==> config.mk <==
export PLATFORM = sky130hd
export DESIGN_NAME = mont_mul_arbiter
export DESIGN_NICKNAME = d
export VERILOG_FILES = /design/src/rtl/mont_arb_pkg.sv /design/src/rtl/mont_mul_arbiter_rr.sv /design/src/rtl/mont_mul_arbiter.sv
export SDC_FILE = /design/constraint.sdc
export NUM_CORES = 1
export LEC_CHECK = 0
export CORE_AREA = 5 5 182 184
export CTS_CLUSTER_DIAMETER = 30
export DETAILED_ROUTE_END_ITERATION = 7
export DIE_AREA = 0 0 187 189
export SETUP_SLACK_MARGIN = 0.3
export SLEW_MARGIN = 0
export SYNTH_ARGS = -nofsm -noshare
export SYNTH_HDL_FRONTEND = slang
export SYNTH_SLANG_ARGS = --single-unit
==> constraint.sdc <==
create_clock -name clk -period 5.13 [get_ports clk]
set_clock_uncertainty 0.2 [all_clocks]
set_input_delay 1.026 -clock clk [delete_from_list [all_inputs] [get_ports clk]]
set_output_delay 1.026 -clock clk [all_outputs]
set_load 0.01 [all_outputs]
==> src/rtl/mont_arb_pkg.sv <==
// Shared types for the Montgomery multiplier arbiter: FSM states, the
// issue tag carried alongside each product, and the round-robin picker.
package mont_arb_pkg;

  // Upper bound on requester count supported by the picker and tag id field.
  localparam int MAX_REQ   = 32;
  localparam int MAX_IDX_W = 5;
  localparam int ID_MAX_W  = 5;

  typedef enum logic [1:0] {
    UNCFG = 2'd0,
    RUN   = 2'd1,
    DRAIN = 2'd2
  } arb_state_e;

  // One entry of the result-routing pipe: issue happened, and for whom.
  typedef struct packed {
    logic                vld;
    logic [ID_MAX_W-1:0] id;
  } tag_t;

  // First set bit of valid searching ptr, ptr+1, ... wrapping at n.
  // Returns a one-hot (or zero) vector; bits at or above n are always zero.
  function automatic logic [MAX_REQ-1:0] rr_pick(input logic [MAX_REQ-1:0] valid,
                                                 input logic [MAX_IDX_W-1:0] ptr,
                                                 input int unsigned n);
    logic [MAX_REQ-1:0] oh;
    logic               found;
    int unsigned        idx;
    oh    = '0;
    found = 1'b0;
    for (int unsigned k = 0; k < MAX_REQ; k++) begin
      if (k < n && !found) begin
        idx = 32'(ptr) + k;
        if (idx >= n) idx = idx - n;
        if (valid[idx[MAX_IDX_W-1:0]]) begin
          oh[idx[MAX_IDX_W-1:0]] = 1'b1;
          found                  = 1'b1;
        end
      end
    end
    return oh;
  endfunction

endpackage

==> src/rtl/mont_mul_arbiter_rr.sv <==
// Round-robin picker for the multiplier arbiter: combinational one-hot grant
// plus the rotating priority pointer, which advances past each winner.
module mont_arb_rr
  import mont_arb_pkg::*;
#(
  parameter int NREQ = 4,
  localparam int IDW = (NREQ > 1) ? $clog2(NREQ) : 1
) (
  input  logic            clk,
  input  logic            rst,
  input  logic [NREQ-1:0] req_valid_i,
  input  logic            en_i,
  output logic [NREQ-1:0] grant_o,
  output logic [IDW-1:0]  gnt_id_o,
  output logic            hs_o
);

  logic [IDW-1:0]     rr_ptr_q, rr_ptr_d;
  logic [MAX_REQ-1:0] pick;
  logic               pick_unused;

  assign pick = rr_pick(MAX_REQ'(req_valid_i), MAX_IDX_W'(rr_ptr_q), 32'(NREQ));
  // Picker bits at or above NREQ are structurally zero.
  assign pick_unused = ^pick;

  // Grant only when the FSM allows issue; any grant is a handshake since it
  // is derived from req_valid.
  always_comb begin
    grant_o = en_i ? pick[NREQ-1:0] : '0;
    hs_o    = |grant_o;
  end

  // One-hot to index for the tag pipe and pointer update.
  always_comb begin
    gnt_id_o = '0;
    for (int i = 0; i < NREQ; i++) begin
      if (grant_o[i]) gnt_id_o = IDW'(i);
    end
  end

  // Next pointer: one past the winner, wrapping at NREQ.
  always_comb begin
    rr_ptr_d = rr_ptr_q;
    if (hs_o) rr_ptr_d = (gnt_id_o == IDW'(NREQ - 1)) ? '0 : gnt_id_o + 1'b1;
  end

  // Pointer register.
  always_ff @(posedge clk) begin
    if (rst) rr_ptr_q <= '0;
    else     rr_ptr_q <= rr_ptr_d;
  end

endmodule

==> src/rtl/mont_mul_arbiter.sv <==
// Shares one pipelined Montgomery multiplier among NREQ requesters.
// Round-robin issue, one product per cycle, results routed back by a tag
// pipe matching the multiplier latency. Owns the M / M_inv registers and
// drains in-flight work before a modulus change takes effect.
// Optional build macro: MONT_ARB_PERF_EN adds per-requester issue counters
// and a stall counter.
module mont_mul_arbiter
  import mont_arb_pkg::*;
#(
  parameter int W      = 32,
  parameter int M_BITS = 8,
  parameter int NREQ   = 4,
  parameter int LAT    = W / M_BITS
) (
  input  logic                clk,
  input  logic                rst,
  input  logic [NREQ-1:0]     req_valid_i,
  output logic [NREQ-1:0]     req_ready_o,
  input  logic [NREQ*W-1:0]   req_a_i,
  input  logic [NREQ*W-1:0]   req_b_i,
  output logic [NREQ-1:0]     rsp_valid_o,
  output logic [W-1:0]        rsp_s_o,
  input  logic                cfg_we_i,
  input  logic [W-1:0]        cfg_m_i,
  input  logic [M_BITS-1:0]   cfg_minv_i,
  output logic [W-1:0]        mul_a_o,
  output logic [W-1:0]        mul_b_o,
  output logic [W-1:0]        mul_m_o,
  output logic [M_BITS-1:0]   mul_minv_o,
  input  logic [W-1:0]        mul_s_i,
  output logic                idle_o
`ifdef MONT_ARB_PERF_EN
  ,
  output logic [NREQ*32-1:0]  perf_issue_cnt_o,
  output logic [31:0]         perf_stall_cnt_o
`endif
);

  localparam int IDW   = (NREQ > 1) ? $clog2(NREQ) : 1;
  localparam int CNT_W = $clog2(LAT + 1);

  arb_state_e        state_q, state_d;
  logic [W-1:0]      m_q, m_d, pm_q, pm_d;
  logic [M_BITS-1:0] minv_q, minv_d, pminv_q, pminv_d;
  logic [CNT_W-1:0]  inflight_q, inflight_d;
  logic              gnt_en;

  logic [NREQ-1:0]   grant;
  logic [IDW-1:0]    gnt_id;
  logic              hs;
  tag_t              tag_q [LAT];
  logic              rsp_any;

  mont_arb_rr #(.NREQ(NREQ)) u_rr (
    .clk         (clk),
    .rst         (rst),
    .req_valid_i (req_valid_i),
    .en_i        (gnt_en),
    .grant_o     (grant),
    .gnt_id_o    (gnt_id),
    .hs_o        (hs)
  );

  // Config FSM: decides when grants are allowed and when M / M_inv change.
  // A modulus change with work in flight parks in DRAIN so old products
  // complete under the old modulus.
  always_comb begin
    state_d = state_q;
    m_d     = m_q;
    minv_d  = minv_q;
    pm_d    = pm_q;
    pminv_d = pminv_q;
    gnt_en  = 1'b0;
    case (state_q)
      UNCFG: begin
        if (cfg_we_i) begin
          m_d     = cfg_m_i;
          minv_d  = cfg_minv_i;
          state_d = RUN;
        end
      end
      RUN: begin
        if (cfg_we_i) begin
          if (inflight_q == '0) begin
            m_d    = cfg_m_i;
            minv_d = cfg_minv_i;
          end else begin
            pm_d    = cfg_m_i;
            pminv_d = cfg_minv_i;
            state_d = DRAIN;
          end
        end else begin
          gnt_en = 1'b1;
        end
      end
      DRAIN: begin
        if (cfg_we_i) begin
          pm_d    = cfg_m_i;
          pminv_d = cfg_minv_i;
        end
        if (inflight_q == '0) begin
          // A write landing on the copy cycle is the newest value; take it.
          m_d     = cfg_we_i ? cfg_m_i    : pm_q;
          minv_d  = cfg_we_i ? cfg_minv_i : pminv_q;
          state_d = RUN;
        end
      end
      default: state_d = UNCFG;
    endcase
    if (rst) gnt_en = 1'b0;
  end

  // FSM, config and pending registers.
  always_ff @(posedge clk) begin
    if (rst) begin
      state_q <= UNCFG;
      m_q     <= '0;
      minv_q  <= '0;
      pm_q    <= '0;
      pminv_q <= '0;
    end else begin
      state_q <= state_d;
      m_q     <= m_d;
      minv_q  <= minv_d;
      pm_q    <= pm_d;
      pminv_q <= pminv_d;
    end
  end

  // Operand mux: granted operands in the handshake cycle, zero bubble otherwise.
  always_comb begin
    mul_a_o = '0;
    mul_b_o = '0;
    for (int i = 0; i < NREQ; i++) begin
      if (grant[i]) begin
        mul_a_o = req_a_i[i*W +: W];
        mul_b_o = req_b_i[i*W +: W];
      end
    end
  end

  assign req_ready_o = grant;
  assign mul_m_o     = m_q;
  assign mul_minv_o  = minv_q;
  assign rsp_s_o     = mul_s_i;

  // Tag pipe: shadows the multiplier so the last entry lines up with mul_s.
  always_ff @(posedge clk) begin
    if (rst) begin
      for (int i = 0; i < LAT; i++) tag_q[i] <= '0;
    end else begin
      tag_q[0] <= '{vld: hs, id: ID_MAX_W'(gnt_id)};
      for (int i = 1; i < LAT; i++) tag_q[i] <= tag_q[i-1];
    end
  end

  assign rsp_any = tag_q[LAT-1].vld & ~rst;

  // Result strobe decoded from the emerging tag.
  always_comb begin
    rsp_valid_o = '0;
    for (int i = 0; i < NREQ; i++) begin
      rsp_valid_o[i] = rsp_any && (tag_q[LAT-1].id == ID_MAX_W'(i));
    end
  end

  // In-flight count; a simultaneous issue and retire cancel out.
  always_comb inflight_d = inflight_q + CNT_W'(hs) - CNT_W'(rsp_any);

  // In-flight count register.
  always_ff @(posedge clk) begin
    if (rst) inflight_q <= '0;
    else     inflight_q <= inflight_d;
  end

  // Idle once the only work left (if any) is the result emerging this cycle.
  assign idle_o = (state_q == RUN) && !hs && (inflight_q == CNT_W'(rsp_any));

`ifdef MONT_ARB_PERF_EN
  logic [NREQ-1:0][31:0] issue_cnt_q;
  logic [31:0]           stall_cnt_q;

  // Per-requester issue counts and stalled-request cycles; both wrap.
  always_ff @(posedge clk) begin
    if (rst) begin
      issue_cnt_q <= '0;
      stall_cnt_q <= '0;
    end else begin
      for (int i = 0; i < NREQ; i++) begin
        if (grant[i]) issue_cnt_q[i] <= issue_cnt_q[i] + 32'd1;
      end
      if (|req_valid_i && !hs) stall_cnt_q <= stall_cnt_q + 32'd1;
    end
  end

  assign perf_issue_cnt_o = issue_cnt_q;
  assign perf_stall_cnt_o = stall_cnt_q;
`endif

endmodule

==> out/metrics.cfg, run 1 <==
[place]
io_buffers = 415
hpwl_um = 27060
post-place-ws_ns = -0.7301
gp_congestion = 0.9065

[worst_setup_path]
required_ns = 3.90
r2r_cells = 18
worst-path-max-fanout = 14
cp_cell_sequence = buf_6, mux4_2, buf_6, nor3_4, buf_6, and3_4, buf_4, nor4_4, buf_6, buf_12, buf_4, a221oi_2, o22ai_2, buf_4, buf_6
slowest_delay_ns = 0.50
endpoint_kind = primary output
rr_startpoint = u_rr.rr_ptr_q[0]
cpMostUsedCell = buf_6
critPathArrivalTime_ns = 3.70
r2r_slack_ns = 1.02
slowest_stage = mux4_2
r2r_end = inflight_q[2]
worstSetupPathType = input pin to primary output
critPathLaunchType = input pin

[global_route]
grt_antenna_before_repair = 4
grt-ovfl-total = 0
grt_first_pass_wirelength_um = 50740
first_global_vias = 7857
grt_start_max_net_pins = 85
globalRouteTotalUtil_pct = 18.71

[timing]
setup_violations = 0
min_period_ns = 4.925
hold_violations = 0
slew_viol_final = 0
final.setup.worst_slack_ns = 0.2051
grt_setup_unrepaired = yes
maxSlewHeadroom_pct = 34.71
worstMarginPinSlew_ns = 0.9793
hold_ws_ns = 0.2362
period_share_pct = 96.00
fmax_mhz = 203.1

[logic_synthesis]
async_flop_share_pct = 0
synthCells = 813
yosysWarnings = 0
seq_area_frac_synth_pct = 32.24
ys_seq_elements = 99
synthDistinctLibCells = 49
synth_area_um2 = 6147
synth_flop_cell = dfxtp_1
synth.avg_cell_area_um2 = 7.561
synth_edf_count = 0
syn_nets = 1158

[routing]
drt-pass1-iter-count = 4
postRouteAntennaNets = 0
wirelength_um = 36410
via_count = 7767
drc = 0
wl_per_cell_um = 22.08
vias_per_cell = 4.710
drt_iter0_markers = 303

[cts]
clock_sinks = 99
path_clk_slew_ns = 0.07
htreeDepth = 3
cts_buffers = 9
clk_path_buf_depth = 2
root_buffer = clkbuf_16
cts_hold_buf = 0
insertion_delay_ns = 0.35
cts_tree = done

[worst_hold_path]
worstHoldPathType = flop to flop
hold_end = tag_q[1][5]
hold_depth = 1
worstHoldStart = tag_q[0][5]

[die]
io_pins = 480
die_height_um = 189
rows = 65
core-area_um2 = 31230
dieArea_um2 = 35340
start_util_pct = 19.68
die_w_um = 187

[run]
max_cap_violations = 0

[finish]
area_delta_synth_final_pct = 104.2
final_core_util_pct = 40.20
final_cell_mix = clkdlybuf4s50_1, nor2_1, dfxtp_1
nets = 1583
final_common_cell = clkdlybuf4s50_1
drive_gt1_share_pct = 25.10
fill_cells = 3180

[run_status]
status = complete, no violations

[pwr]
leakage_nw = 4.769
power.density_nw_per_um2 = 197.5
peakVddDrop_mv = 0.1477

[timing repair]
item | CTS | global route
gates cloned | 4 | 5
hold endpoints to repair | 0 | 0
pin swaps | 21 | 23
setup buffers | 9 | 9
resized for setup | 300 | 170
endpoints found under the setup margin | 68 | 68
[cell usage after synthesis, drive strengths merged, types with 2 or more instances]
cell	n	share of area (%)
buf	52	5.7
ha	9	1.8
o22ai	39	4.0
or2	2	0.20
clkbuf	52	3.2
a31o	3	0.43
a211oi	41	5.2
nand2	94	5.7
a21oi	65	5.3
mux4	3	1.1
mux2	6	1.1
o21ai	10	0.88
nand2b	2	0.20
nor2	110	6.7
and2	2	0.20
dfxtp	99	32
nor2b	11	1.1
a311o	2	0.33
nor4	2	0.20
xnor2	2	0.29
inv	50	3.1
nand3	29	2.4
a221oi	63	9.0
nor3	4	0.41
and3	7	0.71
mux2i	40	6.5
[through the flow]
| step | instances | power (mW) | cell area, µm² | setup TNS, ns |
|---|---|---|---|---|
| finish | 1649 | 2.479 | 12550 | 0 |
| global route | 1649 | 2.604 | 12550 | 0 |
| CTS | 1631 | 2.450 | 11910 | 0 |
| detailed placement | 1602 | 1.645 | 10970 | -32.85 |
| global placement | 1602 | 1.642 | 10970 | -29.93 |
| floorplan | 813 | 1.146 | 6147 | 0 |
[power by group]
group          switching, mW  internal, mW
clock                  0.302         0.444
combinational          0.392         0.506
sequential            0.0217         0.813
total                  0.716          1.76
[worst max path at each step]
stage	from	to	slack (ns)	cells after the start
floorplan	req_valid_i[3]	mul_a_o[10]	0.58	10
global placement	req_valid_i[2]	mul_b_o[2]	-0.72	10
detailed placement	req_valid_i[2]	mul_b_o[2]	-0.73	10
CTS	req_valid_i[3]	mul_b_o[11]	0.18	13
global route	req_valid_i[3]	mul_b_o[19]	0.13	15
finish	req_valid_i[3]	mul_b_o[19]	0.21	15
[registers in the layout, indices dropped and copies added (netlist names)]
name           cells
state_q            2
mul_minv_o         8
mul_m_o           32
inflight_q         3
pm_q              32
u_rr.rr_ptr_q      2
tag_q             12
pminv_q            8
[logic make-up after synthesis]
family / count (synthesis) / share of synthesized area, %
multiplexers: 49 / 8.711
XOR/XNOR: 3 / 0.4275
AND/OR/NAND/NOR: 267 / 18.44
flip-flops: 99 / 32.24
buffers and inverters: 155 / 12.03
AO/OA/AOI/OAI: 230 / 25.99
adder cells (fa/ha/maj): 10 / 2.158
[layer usage]
metal / routed length [µm] / GRT usage, % / vias up / part of all wire [%]
met2: 18800 / 32.72 / 288 / 52
met1: 14250 / 21.75 / 3715 / 39
met5: 0 / 0 / - / 0
met3: 2851 / 6.840 / 25 / 7.8
li1: - / - / 3739 / -
met4: 506 / 4.835 / 0 / 1.4
[worst max-delay path: cells and delay by family]
| family | cells | cell delay (ns) |
|---|---|---|
| AO/OA/AOI/OAI | 2 | 0.40 |
| AND/OR/NAND/NOR | 3 | 0.49 |
| buffers and inverters | 9 | 1.25 |
| multiplexers | 1 | 0.50 |
[final cells by class]
class                           count  area (µm²)  share of cell area, %
Timing Repair Buffer              518        5161                  41.11
Sequential cell                    99        1982                  15.79
Clock buffer                       11       242.7                  1.933
Clock inverter                      5       85.08                 0.6777
Tap cell                          402       503.0                  4.006
Inverter                           51       196.4                  1.565
Multi-Input combinational cell    559        4374                  34.84
Antenna cell                        4       10.01                0.07973
(Power assumes the default switching activity.)
==> run 2, diff against run 1 <==
- PLACE_DENSITY: default -> 0.52
==> out/metrics.cfg, run 2 (synthesized netlist as in run 1, its figures left out) <==
[cts]
htreeDepth = 3  ; unchanged
insertion_delay_ns = 0.35  ; about the same
path_clk_slew_ns = 0.07  ; about the same
cts_buffers = 9  ; unchanged
clock_sinks = 99  ; unchanged
root_buffer = clkbuf_16
cts_tree = done
clk_path_buf_depth = 2  ; unchanged
cts_hold_buf = 0  ; unchanged

[routing]
wirelength_um = 40410  ; +11%
via_count = 8028  ; +3.4%
wl_per_cell_um = 24.04  ; +8.9%
vias_per_cell = 4.776  ; +1.4%
postRouteAntennaNets = 0  ; unchanged
drt-pass1-iter-count = 4  ; unchanged
drt_iter0_markers = 488  ; +61%
drc = 0  ; unchanged

[global_route]
globalRouteTotalUtil_pct = 21.15  ; +2.4 points
grt_start_max_net_pins = 96  ; +13%
first_global_vias = 7880  ; +0.29%
grt-ovfl-total = 0  ; unchanged
grt_first_pass_wirelength_um = 55390  ; +9.2%
grt_antenna_before_repair = 14  ; +10

[timing]
hold_violations = 0  ; unchanged
final.setup.worst_slack_ns = 0.1671  ; -0.03803 ns
slew_viol_final = 0  ; unchanged
setup_tns_ns = 0  ; unchanged
grt_setup_unrepaired = yes
maxSlewHeadroom_pct = 29.37  ; -5.3 points
min_period_ns = 4.963  ; +0.03803 ns
worstMarginPinSlew_ns = 1.059  ; +0.08016 ns
period_share_pct = 96.74  ; +0.74 points
fmax_mhz = 201.5  ; -0.77%
setup_violations = 0  ; unchanged
hold_ws_ns = 0.2372  ; +0.001014 ns

[pwr]
power.density_nw_per_um2 = 191.4  ; -3.1%
total_power_mw = 2.495  ; +0.65%
peakVddDrop_mv = 0.1525  ; +3.3%
leakage_nw = 4.957  ; +3.9%

[place]
placed_cells = 1605  ; +0.19%
place_area_um2 = 11060  ; +0.81%
io_buffers = 415  ; unchanged
hpwl_um = 31250  ; +15%
post-place-ws_ns = -0.7181  ; +0.01197 ns
gp_congestion = 0.9802  ; +8.1%

[die]
io_pins = 480  ; unchanged
die_height_um = 189  ; unchanged
rows = 65  ; unchanged
dieArea_um2 = 35340  ; unchanged
start_util_pct = 19.68  ; unchanged
die_w_um = 187  ; unchanged
core-area_um2 = 31230  ; unchanged

[run_status]
status = complete, no violations

[run]
max_cap_violations = 0  ; unchanged

[finish]
drive_gt1_share_pct = 26.88  ; +1.8 points
finish.instance_area_um2 = 13040  ; +3.8%
nets = 1616  ; +2.1%
final_cell_mix = clkdlybuf4s50_1, nor2_1, dfxtp_1
layout.cells.non_filler = 1681  ; +1.9%
multi_input_area_um2 = 4546  ; +3.9%
ff_latch_area_um2 = 1982  ; unchanged
final_common_cell = clkdlybuf4s50_1
area_delta_synth_final_pct = 112.1
fill_cells = 3133  ; -1.5%
final_core_util_pct = 41.75  ; +1.5 points

[worst_setup_path]
critPathLaunchType = input pin
required_ns = 3.90  ; about the same
startpoint = req_valid_i[3]
rr_startpoint = u_rr.rr_ptr_q[0]
critPathArrivalTime_ns = 3.74  ; +0.04 ns
worst-path-max-fanout = 5  ; -9
worstSetupPathType = input pin to primary output
endpoint_kind = primary output

[worst_hold_path]
worstHoldPathType = flop to flop
worstHoldStart = tag_q[0][1]

## run 2: report_power, final
group | total, mW | switching, mW | leakage, nW | internal [mW]
logic | 0.949 | 0.410 | 4.01 | 0.539
clock network | 0.711 | 0.323 | 0.142 | 0.387
registers | 0.835 | 0.0223 | 0.809 | 0.813
total | 2.50 | 0.756 | 4.96 | 1.74
## run 2: layout make-up
class	count	area share [%]
multi-input combinational	559	34.87
clock inverter	7	0.6430
timing repair buffer	551	42.16
antenna	3	0.05758
inverter	51	1.488
tap	402	3.858
clock buffer	9	1.727
sequential	99	15.20
## run 2: worst paths after layout
path / endpoint / slack, ns / depth (start not counted)
setup / recovery: mul_b_o[27] / 0.17 / 14
hold / removal: tag_q[1][1] / 0.24 / 1
hold reg to reg: tag_q[1][1] / 0.24 / 1
setup reg to reg: inflight_q[2] / 0.85 / 20
## run 2: critical path: stages
cell and delay (ns):
buf_8 0.10, mux4_2 0.55, mux2_4 0.33, o31a_1 0.14, a311oi_2 0.27, buf_4 0.18, nor4_4 0.05, buf_6 0.15
buf_12 0.15, buf_4 0.14, a221oi_4 0.26, o22ai_4 0.13, buf_6 0.13, buf_4 0.14
## run 2: what timing repair did
action                     CTS  global route
hold endpoints to repair     0             0
gates cloned                 3             4
gates resized for setup    335           124
pin swaps                   33            39
setup endpoints to repair   68            66
buffers inserted            28            22
## run 2: metal layers
| metal | up-vias | routed length [µm] | global-route usage, % |
|---|---|---|---|
| met5 | - | 103 | 0 |
| met2 | 391 | 18900 | 34.32 |
| met1 | 3760 | 15780 | 25.01 |
| met3 | 60 | 4856 | 11.38 |
| met4 | 18 | 766 | 4.181 |
| li1 | 3799 | - | - |
